<file path="config.mk">
export PLATFORM = sky130hd
export DESIGN_NAME = uart_word_rx_framer
export DESIGN_NICKNAME = d
export VERILOG_FILES = /design/src/rtl/uart_rx_pkg.sv /design/src/rtl/uart_gap_timer.sv /design/src/rtl/uart_word_rx_framer.sv
export SDC_FILE = /design/constraint.sdc
export NUM_CORES = 1
export LEC_CHECK = 0
export CORE_MARGIN = 1
export CORE_UTILIZATION = 40
export CTS_BUF_LIST = sky130_fd_sc_hd__clkbuf_8 sky130_fd_sc_hd__clkbuf_16
export DETAILED_ROUTE_END_ITERATION = 10
export PLACE_DENSITY = 0.57
export SETUP_SLACK_MARGIN = 0.15
export SYNTH_ARGS = -nofsm -noshare
export SYNTH_HDL_FRONTEND = slang
export SYNTH_SLANG_ARGS = --single-unit
</file>
<file path="constraint.sdc">
create_clock -name clk -period 3.81 [get_ports clk]
set_clock_uncertainty 0.05 [all_clocks]
set_input_delay 1.143 -clock clk [delete_from_list [all_inputs] [get_ports clk]]
set_output_delay 1.143 -clock clk [all_outputs]
set_load 0.01 [all_outputs]
</file>
<file path="src/rtl/uart_rx_pkg.sv">
// Shared types and constants for the UART word receive framer.
package uart_rx_pkg;

  typedef enum logic [1:0] {
    IDLE,
    COLLECT,
    GAP
  } state_t;

  localparam int unsigned BITS_PER_CHAR = 10;
  localparam int unsigned CNT_W         = 5;

  // Gap limit is baud_div * TIMEOUT_BITS; TIMEOUT_BITS fits in 6 bits.
  function automatic int unsigned gap_limit_w(input int unsigned div_w);
    return div_w + 6;
  endfunction

endpackage

</file>
<file path="src/rtl/uart_gap_timer.sv">
// Saturating inter-byte gap counter; expire is a 1-cycle flag raised on the
// last idle cycle before the limit (baud_div * TIMEOUT_BITS). Zero limit disables it.
module uart_gap_timer
  import uart_rx_pkg::*;
#(
  parameter int unsigned DIV_W        = 16,
  parameter int unsigned TIMEOUT_BITS = 35
) (
  input  logic             clk,
  input  logic             reset,
  input  logic             clear,
  input  logic             enable,
  input  logic [DIV_W-1:0] baud_div,
  output logic             expire
);

  localparam int unsigned LW = gap_limit_w(DIV_W);

  logic [LW-1:0] limit;
  logic [LW-1:0] count;

  assign limit = LW'(baud_div) * LW'(TIMEOUT_BITS);

  always_ff @(posedge clk or posedge reset) begin
    if (reset) begin
      count <= '0;
    end else if (clear || (limit == '0)) begin
      count <= '0;
    end else if (enable && (count != '1)) begin
      count <= count + LW'(1);
    end
  end

  assign expire = enable && !clear && (limit != '0) && (count == limit - LW'(1));

endmodule

</file>
<file path="src/rtl/uart_word_rx_framer.sv">
// Packs received UART bytes into words, flushing partial words and marking
// frame ends on idle gaps. Optional statistics: define UART_FRAMER_STATS_EN.
module uart_word_rx_framer
  import uart_rx_pkg::*;
#(
  parameter int unsigned BYTES_PER_WORD = 2,
  parameter int unsigned MSB_FIRST      = 1,
  parameter int unsigned TIMEOUT_BITS   = (7 * BITS_PER_CHAR) / 2,
  parameter int unsigned DIV_W          = 16
) (
  input  logic                        clk,
  input  logic                        reset,
  input  logic                        byte_valid,
  input  logic [7:0]                  byte_data,
  input  logic [DIV_W-1:0]            baud_div,
  output logic                        out_valid,
  input  logic                        out_ready,
  output logic [8*BYTES_PER_WORD-1:0] out_data,
  output logic [CNT_W-1:0]            out_count,
  output logic                        out_partial,
  output logic                        frame_end,
  output logic                        overflow
`ifdef UART_FRAMER_STATS_EN
  ,
  output logic [15:0]                 stat_words,
  output logic [15:0]                 stat_partials,
  output logic [15:0]                 stat_overflows
`endif
);

  localparam int unsigned     W     = 8 * BYTES_PER_WORD;
  localparam logic [CNT_W-1:0] N_CNT = CNT_W'(BYTES_PER_WORD);

  state_t           state, state_next;
  logic [CNT_W-1:0] byte_cnt, cnt_next, cnt_inc;
  logic [W-1:0]     shift, shift_next, packed_word, load_data;
  logic [CNT_W-1:0] load_count;
  logic             load, load_partial, fe_next, accept;
  logic             expire;

  uart_gap_timer #(
    .DIV_W       (DIV_W),
    .TIMEOUT_BITS(TIMEOUT_BITS)
  ) u_gap_timer (
    .clk     (clk),
    .reset   (reset),
    .clear   (byte_valid || (state == IDLE)),
    .enable  (state != IDLE),
    .baud_div(baud_div),
    .expire  (expire)
  );

  assign cnt_inc = byte_cnt + CNT_W'(1);

  always_comb begin
    if (MSB_FIRST != 0) begin
      packed_word = (shift << 8) | W'(byte_data);
    end else begin
      packed_word = shift | (W'(byte_data) << {byte_cnt, 3'b000});
    end
  end

  // IDLE and GAP always hold an empty shift register, so a byte in any state
  // follows the same path; a byte arriving with expire suppresses the timeout.
  always_comb begin
    state_next   = state;
    cnt_next     = byte_cnt;
    shift_next   = shift;
    load         = 1'b0;
    load_data    = packed_word;
    load_count   = N_CNT;
    load_partial = 1'b0;
    fe_next      = 1'b0;
    if (byte_valid) begin
      if (cnt_inc == N_CNT) begin
        load       = 1'b1;
        shift_next = '0;
        cnt_next   = '0;
        state_next = GAP;
      end else begin
        shift_next = packed_word;
        cnt_next   = cnt_inc;
        state_next = COLLECT;
      end
    end else if (expire) begin
      fe_next    = 1'b1;
      state_next = IDLE;
      shift_next = '0;
      cnt_next   = '0;
      if (state == COLLECT) begin
        load         = 1'b1;
        load_data    = shift;
        load_count   = byte_cnt;
        load_partial = 1'b1;
      end
    end
  end

  assign accept = load && (!out_valid || out_ready);

  always_ff @(posedge clk or posedge reset) begin
    if (reset) begin
      state       <= IDLE;
      byte_cnt    <= '0;
      shift       <= '0;
      out_valid   <= 1'b0;
      out_data    <= '0;
      out_count   <= '0;
      out_partial <= 1'b0;
      frame_end   <= 1'b0;
      overflow    <= 1'b0;
    end else begin
      state     <= state_next;
      byte_cnt  <= cnt_next;
      shift     <= shift_next;
      frame_end <= fe_next;
      overflow  <= load && !accept;
      if (accept) begin
        out_valid   <= 1'b1;
        out_data    <= load_data;
        out_count   <= load_count;
        out_partial <= load_partial;
      end else if (!load && out_valid && out_ready) begin
        out_valid <= 1'b0;
      end
    end
  end

`ifdef UART_FRAMER_STATS_EN
  always_ff @(posedge clk or posedge reset) begin
    if (reset) begin
      stat_words     <= '0;
      stat_partials  <= '0;
      stat_overflows <= '0;
    end else begin
      if (accept && !load_partial && (stat_words != '1)) begin
        stat_words <= stat_words + 16'd1;
      end
      if (accept && load_partial && (stat_partials != '1)) begin
        stat_partials <= stat_partials + 16'd1;
      end
      if (load && !accept && (stat_overflows != '1)) begin
        stat_overflows <= stat_overflows + 16'd1;
      end
    end
  end
`endif

endmodule

</file>
**Word-level counts from Yosys, hierarchy flattened**

Index checks and enable logic that the tools add are counted.

- Register bits: 70
- Input port bits: 28
- Output and inout port bits: 25
- Word-level logic and storage cells: 67

- Add/subtract/negate cells: 3
- Multipliers: 1
- Equal/unequal tests: 4
- Mux-type cells: 26
- Bitwise operators: 1
- Reductions and logical operators: 22

Operators with widths:

| kind | number |
|---|---|
| $mux W16 | 6 |
| $mux W22 | 2 |
| $mux W5 | 6 |
| $add A22 B1 Y22 const B | 1 |
| $eq A22 B22 Y1 | 1 |
| $logic_not A22 Y1 | 1 |
| $mul A16 B6 Y22 const B | 1 |
| $ne A22 B22 Y1 const B | 1 |
| $reduce_bool A22 Y1 | 1 |
| $sub A22 B1 Y22 const B | 1 |
| $or A16 B8 Y16 | 1 |
| $mux W1 | 9 |
| $logic_and A1 B1 Y1 | 8 |
| $reduce_bool A2 Y1 | 4 |
| $mux W2 | 3 |
| $add A5 B1 Y5 const B | 1 |
| $eq A5 B2 Y1 const B | 1 |
| $logic_not A1 Y1 | 4 |
| $logic_or A1 B1 Y1 | 3 |
| $eq A2 B1 Y1 const B | 1 |
| $logic_not A2 Y1 | 1 |

**Logic depth before layout (Yosys ltp)**

- Depth after elaboration: 13
- Mapped depth: 22

**Cells and area by module**

Synthesis repeated with hierarchy kept, for this count alone.

- Cells, all modules: 695
- Area total of the unflattened synthesis: 6323.6 µm²

By module, submodules not included:

| module | instances | cells an instance | area each (µm²) |
|---|---|---|---|
| uart_gap_timer | 1 | 513 | 4045.1 |
| uart_word_rx_framer | 1 | 182 | 2278.4 |

**Worst setup path after synthesis**

Ideal clock, no wire load.

- Path kind: input to register
- Start point: in baud_div[6]
- End point: reg out_data[3]
- Setup time: 0.067 ns
- Data arrival time: 5.616 ns
- Required time: 3.693 ns
- Setup slack: -1.924 ns
- Cell stages on the path: 18
- Buffers on the path: 2
- Path through: ha_1 > ha_1 > inv_1 > fa_1 > inv_1 > ha_1 > a21o_1 > a221o_2 > a211oi_2 > o22ai_1 > or3_1 > buf_2 > o31a_1 > o31ai_4 > nand4_2 > o41ai_4 > buf_6 > o221a_1

- Cells in the longest elaborated chain, start to end: 7

RTL lines:

| item | line | text |
|---|---|---|
| from (decl) | uart_word_rx_framer.sv:15 | `input logic [DIV_W-1:0] baud_div,` |
| $mul A16 B6 Y22 * | uart_gap_timer.sv:22 | `assign limit = LW'(baud_div) * LW'(TIMEOUT_BITS);` |
| $sub A22 B1 Y22 / $reduce_bool A22 Y1 (equally long branches) | uart_gap_timer.sv:34 | `assign expire = enable && !clear && (limit != '0) && (count == limit - LW'(1));` |
| $eq A22 B22 Y1 / $logic_and A1 B1 Y1 (equally long branches) | uart_gap_timer.sv:34 |  |
| $logic_and A1 B1 Y1 * | uart_gap_timer.sv:34 |  |
| $mux W1 | uart_word_rx_framer.sv:85 | `end else if (expire) begin` |
| $mux W1 | uart_word_rx_framer.sv:74 | `if (byte_valid) begin` |
| $logic_and A1 B1 Y1 | uart_word_rx_framer.sv:99 | `assign accept = load && (!out_valid \|\| out_ready);` |
| to (signal assigned) | uart_word_rx_framer.sv:120 | `out_data <= load_data;` |
| to (decl) | uart_word_rx_framer.sv:18 | `output logic [8*BYTES_PER_WORD-1:0] out_data,` |

Every way passes the cells marked *; elsewhere a longest branch is shown, timed or not.
A chain may end at the register's enable or synchronous reset.

**Worst setup path in the final report**

- Start point: in baud_div[7]
- End point: reg byte_cnt[0]

- Cells in the longest elaborated chain, start to end: 5

RTL lines:

| item | line | text |
|---|---|---|
| $mul A16 B6 Y22 * | uart_gap_timer.sv:22 |  |
| $sub A22 B1 Y22 / $reduce_bool A22 Y1 (equally long branches) | uart_gap_timer.sv:34 |  |
| $eq A22 B22 Y1 / $logic_and A1 B1 Y1 (equally long branches) | uart_gap_timer.sv:34 |  |
| $logic_and A1 B1 Y1 * | uart_gap_timer.sv:34 |  |
| $reduce_bool A2 Y1 (no line) * | n/a |  |
| to (signal assigned) | uart_word_rx_framer.sv:114 | `byte_cnt <= cnt_next;` |
| to (decl) | uart_word_rx_framer.sv:35 | `logic [CNT_W-1:0] byte_cnt, cnt_next, cnt_inc;` |

Marks and branches as above.

==> results.sh <==
export IMPL_synth_edf_count=0
export IMPL_hold_buffers=0
export IMPL_die_area_um2=15500
export IMPL_nets=971
export IMPL_violations="setup timing"
export IMPL_p_comb_frac=0.626
export IMPL_ir_drop_mv=0.261
export IMPL_grt_ovfl_total=0
export IMPL_power_mw=4.96
export IMPL_startpoint_type="input pin"
export IMPL_grt_antenna_before_repair=0
export IMPL_critical_path_slowest_cell="fa_1"
export IMPL_final_util=0.645
export IMPL_finalSetupTns_ns=-93.16
export IMPL_area_growth_pct=57.0
export IMPL_p_switching_mw=1.94
export IMPL_vias=5755
export IMPL_yosysWarnings=0
export IMPL_track_usage=0.223
export IMPL_clk_path_buf_depth=2
export IMPL_p_int_mw=3.02
export IMPL_dp_cells=1001
export IMPL_grt_max_degree=36
export IMPL_worstSkewPairLatency_ns=0.34
export IMPL_wirelength_mm=16.9
export IMPL_synth_cells=663
export IMPL_diodes=0
export IMPL_syn_nets=756
export IMPL_synth_avg_cell_area_um2=9.04
export IMPL_grt_pass1_vias=5920
export IMPL_crit_path_end_kind="register"
export IMPL_initial_core_util=0.411
export IMPL_drv_cap=0
export IMPL_stdcell_count=1067
export IMPL_slew_viol_final=0
export IMPL_pin_count=53
export IMPL_p_per_area_nw_per_um2=527
export IMPL_gp_congestion=0.882
export IMPL_cts_buffers=9
export IMPL_cp_data_arrival_time_ns=5.58
export IMPL_final_antenna_net_count=0
export IMPL_period_minus_slack_ns=5.40
export IMPL_crit_family="compound AO/OA/AOI/OAI gates"
export IMPL_grt_pass1_wl_mm=28.5
export IMPL_drt_initial_drc_count=247
export IMPL_min_period_over_period=1.42
export IMPL_dr_wl_met3_um=416
export IMPL_met2_length_mm=8.24
export IMPL_worstPathMaxFanout=6
export IMPL_setup_viol=70
export IMPL_clk_pin_slew_worst_paths_ns=0.07
export IMPL_core_area_um2=14600
export IMPL_die_y_um=124
export IMPL_outcome="finished with violations"
export IMPL_worst_slack_ns=-1.59
export IMPL_wl_met1_mm=7.92
export IMPL_yosysSeqAreaShare=0.292
export IMPL_synth_main_ff_cell="dfrtp_1"
export IMPL_synth_area_um2=5990
export IMPL_cpPeakStageDelay_ns=0.49
export IMPL_ys_ff_latch=70
export IMPL_cts_sinks=70
export IMPL_rsz0062_at_grt="yes"
export IMPL_synthArstFlopShare=1.00
export IMPL_remaining_drc_errors=0
export IMPL_layout_drive_gt1_share=0.428
export IMPL_max_slew_margin_rel=0.491
export IMPL_cts_tree="yes"
export IMPL_whs_ns=0.454
export IMPL_hpwlAfterDp_mm=11.8
export IMPL_first_pass_iters=4
export IMPL_htreeDepth=3
export IMPL_vias_per_cell=5.39
export IMPL_die_w_um=124
export IMPL_fillers=1172
export IMPL_wl_per_cell_um=15.8
export IMPL_crit_chain="buf_8 > ha_4 > ha_4 > inv_2 > fa_1 > inv_2 > ha_4 > a21o_1 > a221oi_4 > buf_6 > xnor2_4 > a311o_1 > or3_4 > o31a_1 > o31ai_4 > buf_6 > a41oi_4 > buf_6 > buf_12 > mux2_4"
export IMPL_highest_layer="met4"
export IMPL_num_rows=44
export IMPL_pwr_share_clk=0.164
export IMPL_switching_share=0.391
export IMPL_holdCritPathClass="register to register"
export IMPL_crit_buf_inv=7
export IMPL_worstPathRequired_ns=3.98
export IMPL_cts_root_buf="clkbuf_16"
export IMPL_port_buffers=52
export IMPL_p_seq_frac=0.210
export IMPL_hold_viol=0
export IMPL_worst_setup_path_type="input pin to register"
export IMPL_p_leak_nw=4.21
export IMPL_max_freq_ghz=0.185
export IMPL_worst_slew_pin_slew_ns=0.761
export IMPL_synth_cell_types=77
power by group through the flow:
stage                     registers, mW  logic (mW)  clock network (mW)
final                              1.04        3.10               0.812
after CTS                          1.04        2.86               0.823
after detailed placement           1.04        2.30                   0
after floorplan                    1.06        1.33                   0
after global routing               1.07        3.36               0.856
after global placement             1.04        2.26                   0
cell usage after synthesis, drive strengths merged (6+ instances only):
| cell type | number | area [um^2] |
|---|---|---|
| fa | 12 | 240 |
| a211oi | 6 | 50.1 |
| o211ai | 6 | 45.0 |
| nand2 | 37 | 139 |
| a21oi | 22 | 110 |
| inv | 74 | 278 |
| mux2i | 8 | 80.1 |
| or3 | 8 | 50.1 |
| a22o | 17 | 149 |
| nor2b | 6 | 37.5 |
| o221a | 17 | 191 |
| buf | 12 | 70.1 |
| xnor2 | 29 | 254 |
| ha | 53 | 663 |
| o21ai | 18 | 90.1 |
| nor2 | 51 | 191 |
| dfrtp | 70 | 1750 |
| nand3 | 23 | 115 |
| nor4 | 7 | 43.8 |
| nand4 | 11 | 75.1 |
| and3 | 13 | 86.3 |
| or2 | 18 | 113 |
| clkbuf | 17 | 63.8 |
| a21o | 12 | 91.3 |
| xor2 | 20 | 175 |
| nor3 | 16 | 85.1 |
sequential cells by signal, summed over array words and instances (netlist names):
name,cells
state,2
byte_cnt,5
out_count,5
out_data,16
u_gap_timer.count,22
out_valid,1
shift,16
overflow,1
out_partial,1
frame_end,1
logic make-up (layout without fill, tap and decap cells):
group,count (synthesis),count (layout),share of synthesized area
buffers and inverters,103,323,0.0687
XOR/XNOR,51,51,0.0794
multiplexers,11,11,0.0190
flip-flops,70,70,0.292
AO/OA/AOI/OAI,152,152,0.206
AND/OR/NAND/NOR,211,211,0.184
adder cells (fa/ha/maj),65,65,0.151
routing by layer:
layer,track usage,vias to the layer above
met3,0.0253,23
met5,0,-
met4,0.0645,0
met1,0.302,2817
met2,0.375,89
li1,-,2826
final cells by class:
type | count | area (um^2) | share of cell area
Tap cell | 184 | 230 | 0.0245
Inverter | 74 | 278 | 0.0295
Clock inverter | 7 | 62.6 | 0.00665
Multi-Input combinational cell | 490 | 4820 | 0.513
Clock buffer | 9 | 225 | 0.0240
Timing Repair Buffer | 233 | 2030 | 0.216
Sequential cell | 70 | 1750 | 0.186
timing repair:
action | in CTS | in global routing
setup endpoints to repair | 70 | 70
cloned | 3 | 1
pin swaps | 65 | 60
buffers inserted | 27 | 19
resized for setup | 181 | 65
cells in the final DEF (no fill, tap or decap), types with 10 or more instances in the layout:
cell / netlist / layout
a21o_1: 11 / 11
nor2_1: 51 / 42
dfrtp_1: 70 / 70
or2_2: 18 / 18
inv_1: 74 / 60
xnor2_1: 29 / 23
ha_4: 0 / 22
ha_1: 53 / 28
buf_6: 2 / 24
nand4_1: 10 / 10
nand3_1: 23 / 20
o21ai_0: 17 / 11
fa_1: 12 / 11
nand2_1: 37 / 33
buf_4: 0 / 150
a21oi_2: 0 / 10
clkdlybuf4s50_1: 0 / 36
xor2_1: 20 / 20
a22o_1: 17 / 17
inv_2: 0 / 14
o221a_1: 10 / 10
clkbuf_16: 0 / 10
worst paths after layout:
path / startpoint / endpoint / slack [ns] / depth (start not counted)
setup / recovery: baud_div[7] / byte_cnt[0] / -1.59 / 20
hold / removal: shift[15] / shift[15] / 0.45 / 1
setup reg to reg: u_gap_timer.count[4] / byte_cnt[0] / 0.55 / 13
hold reg to reg: shift[15] / shift[15] / 0.45 / 1
max in group asynchronous: reset / shift[14] / 1.71 / 3
min in group asynchronous: reset / u_gap_timer.count[7] / 1.13 / 2
stage by stage:
| stage | instance area, um^2 | worst slack (ns) |
|---|---|---|
| after CTS | 9040 | -1.51 |
| after detailed placement | 7750 | -2.53 |
| after global placement | 7750 | -2.42 |
| after global routing | 9400 | -1.71 |
| after floorplan | 6110 | -1.72 |
| final | 9400 | -1.59 |
(Power assumes the default switching activity.)
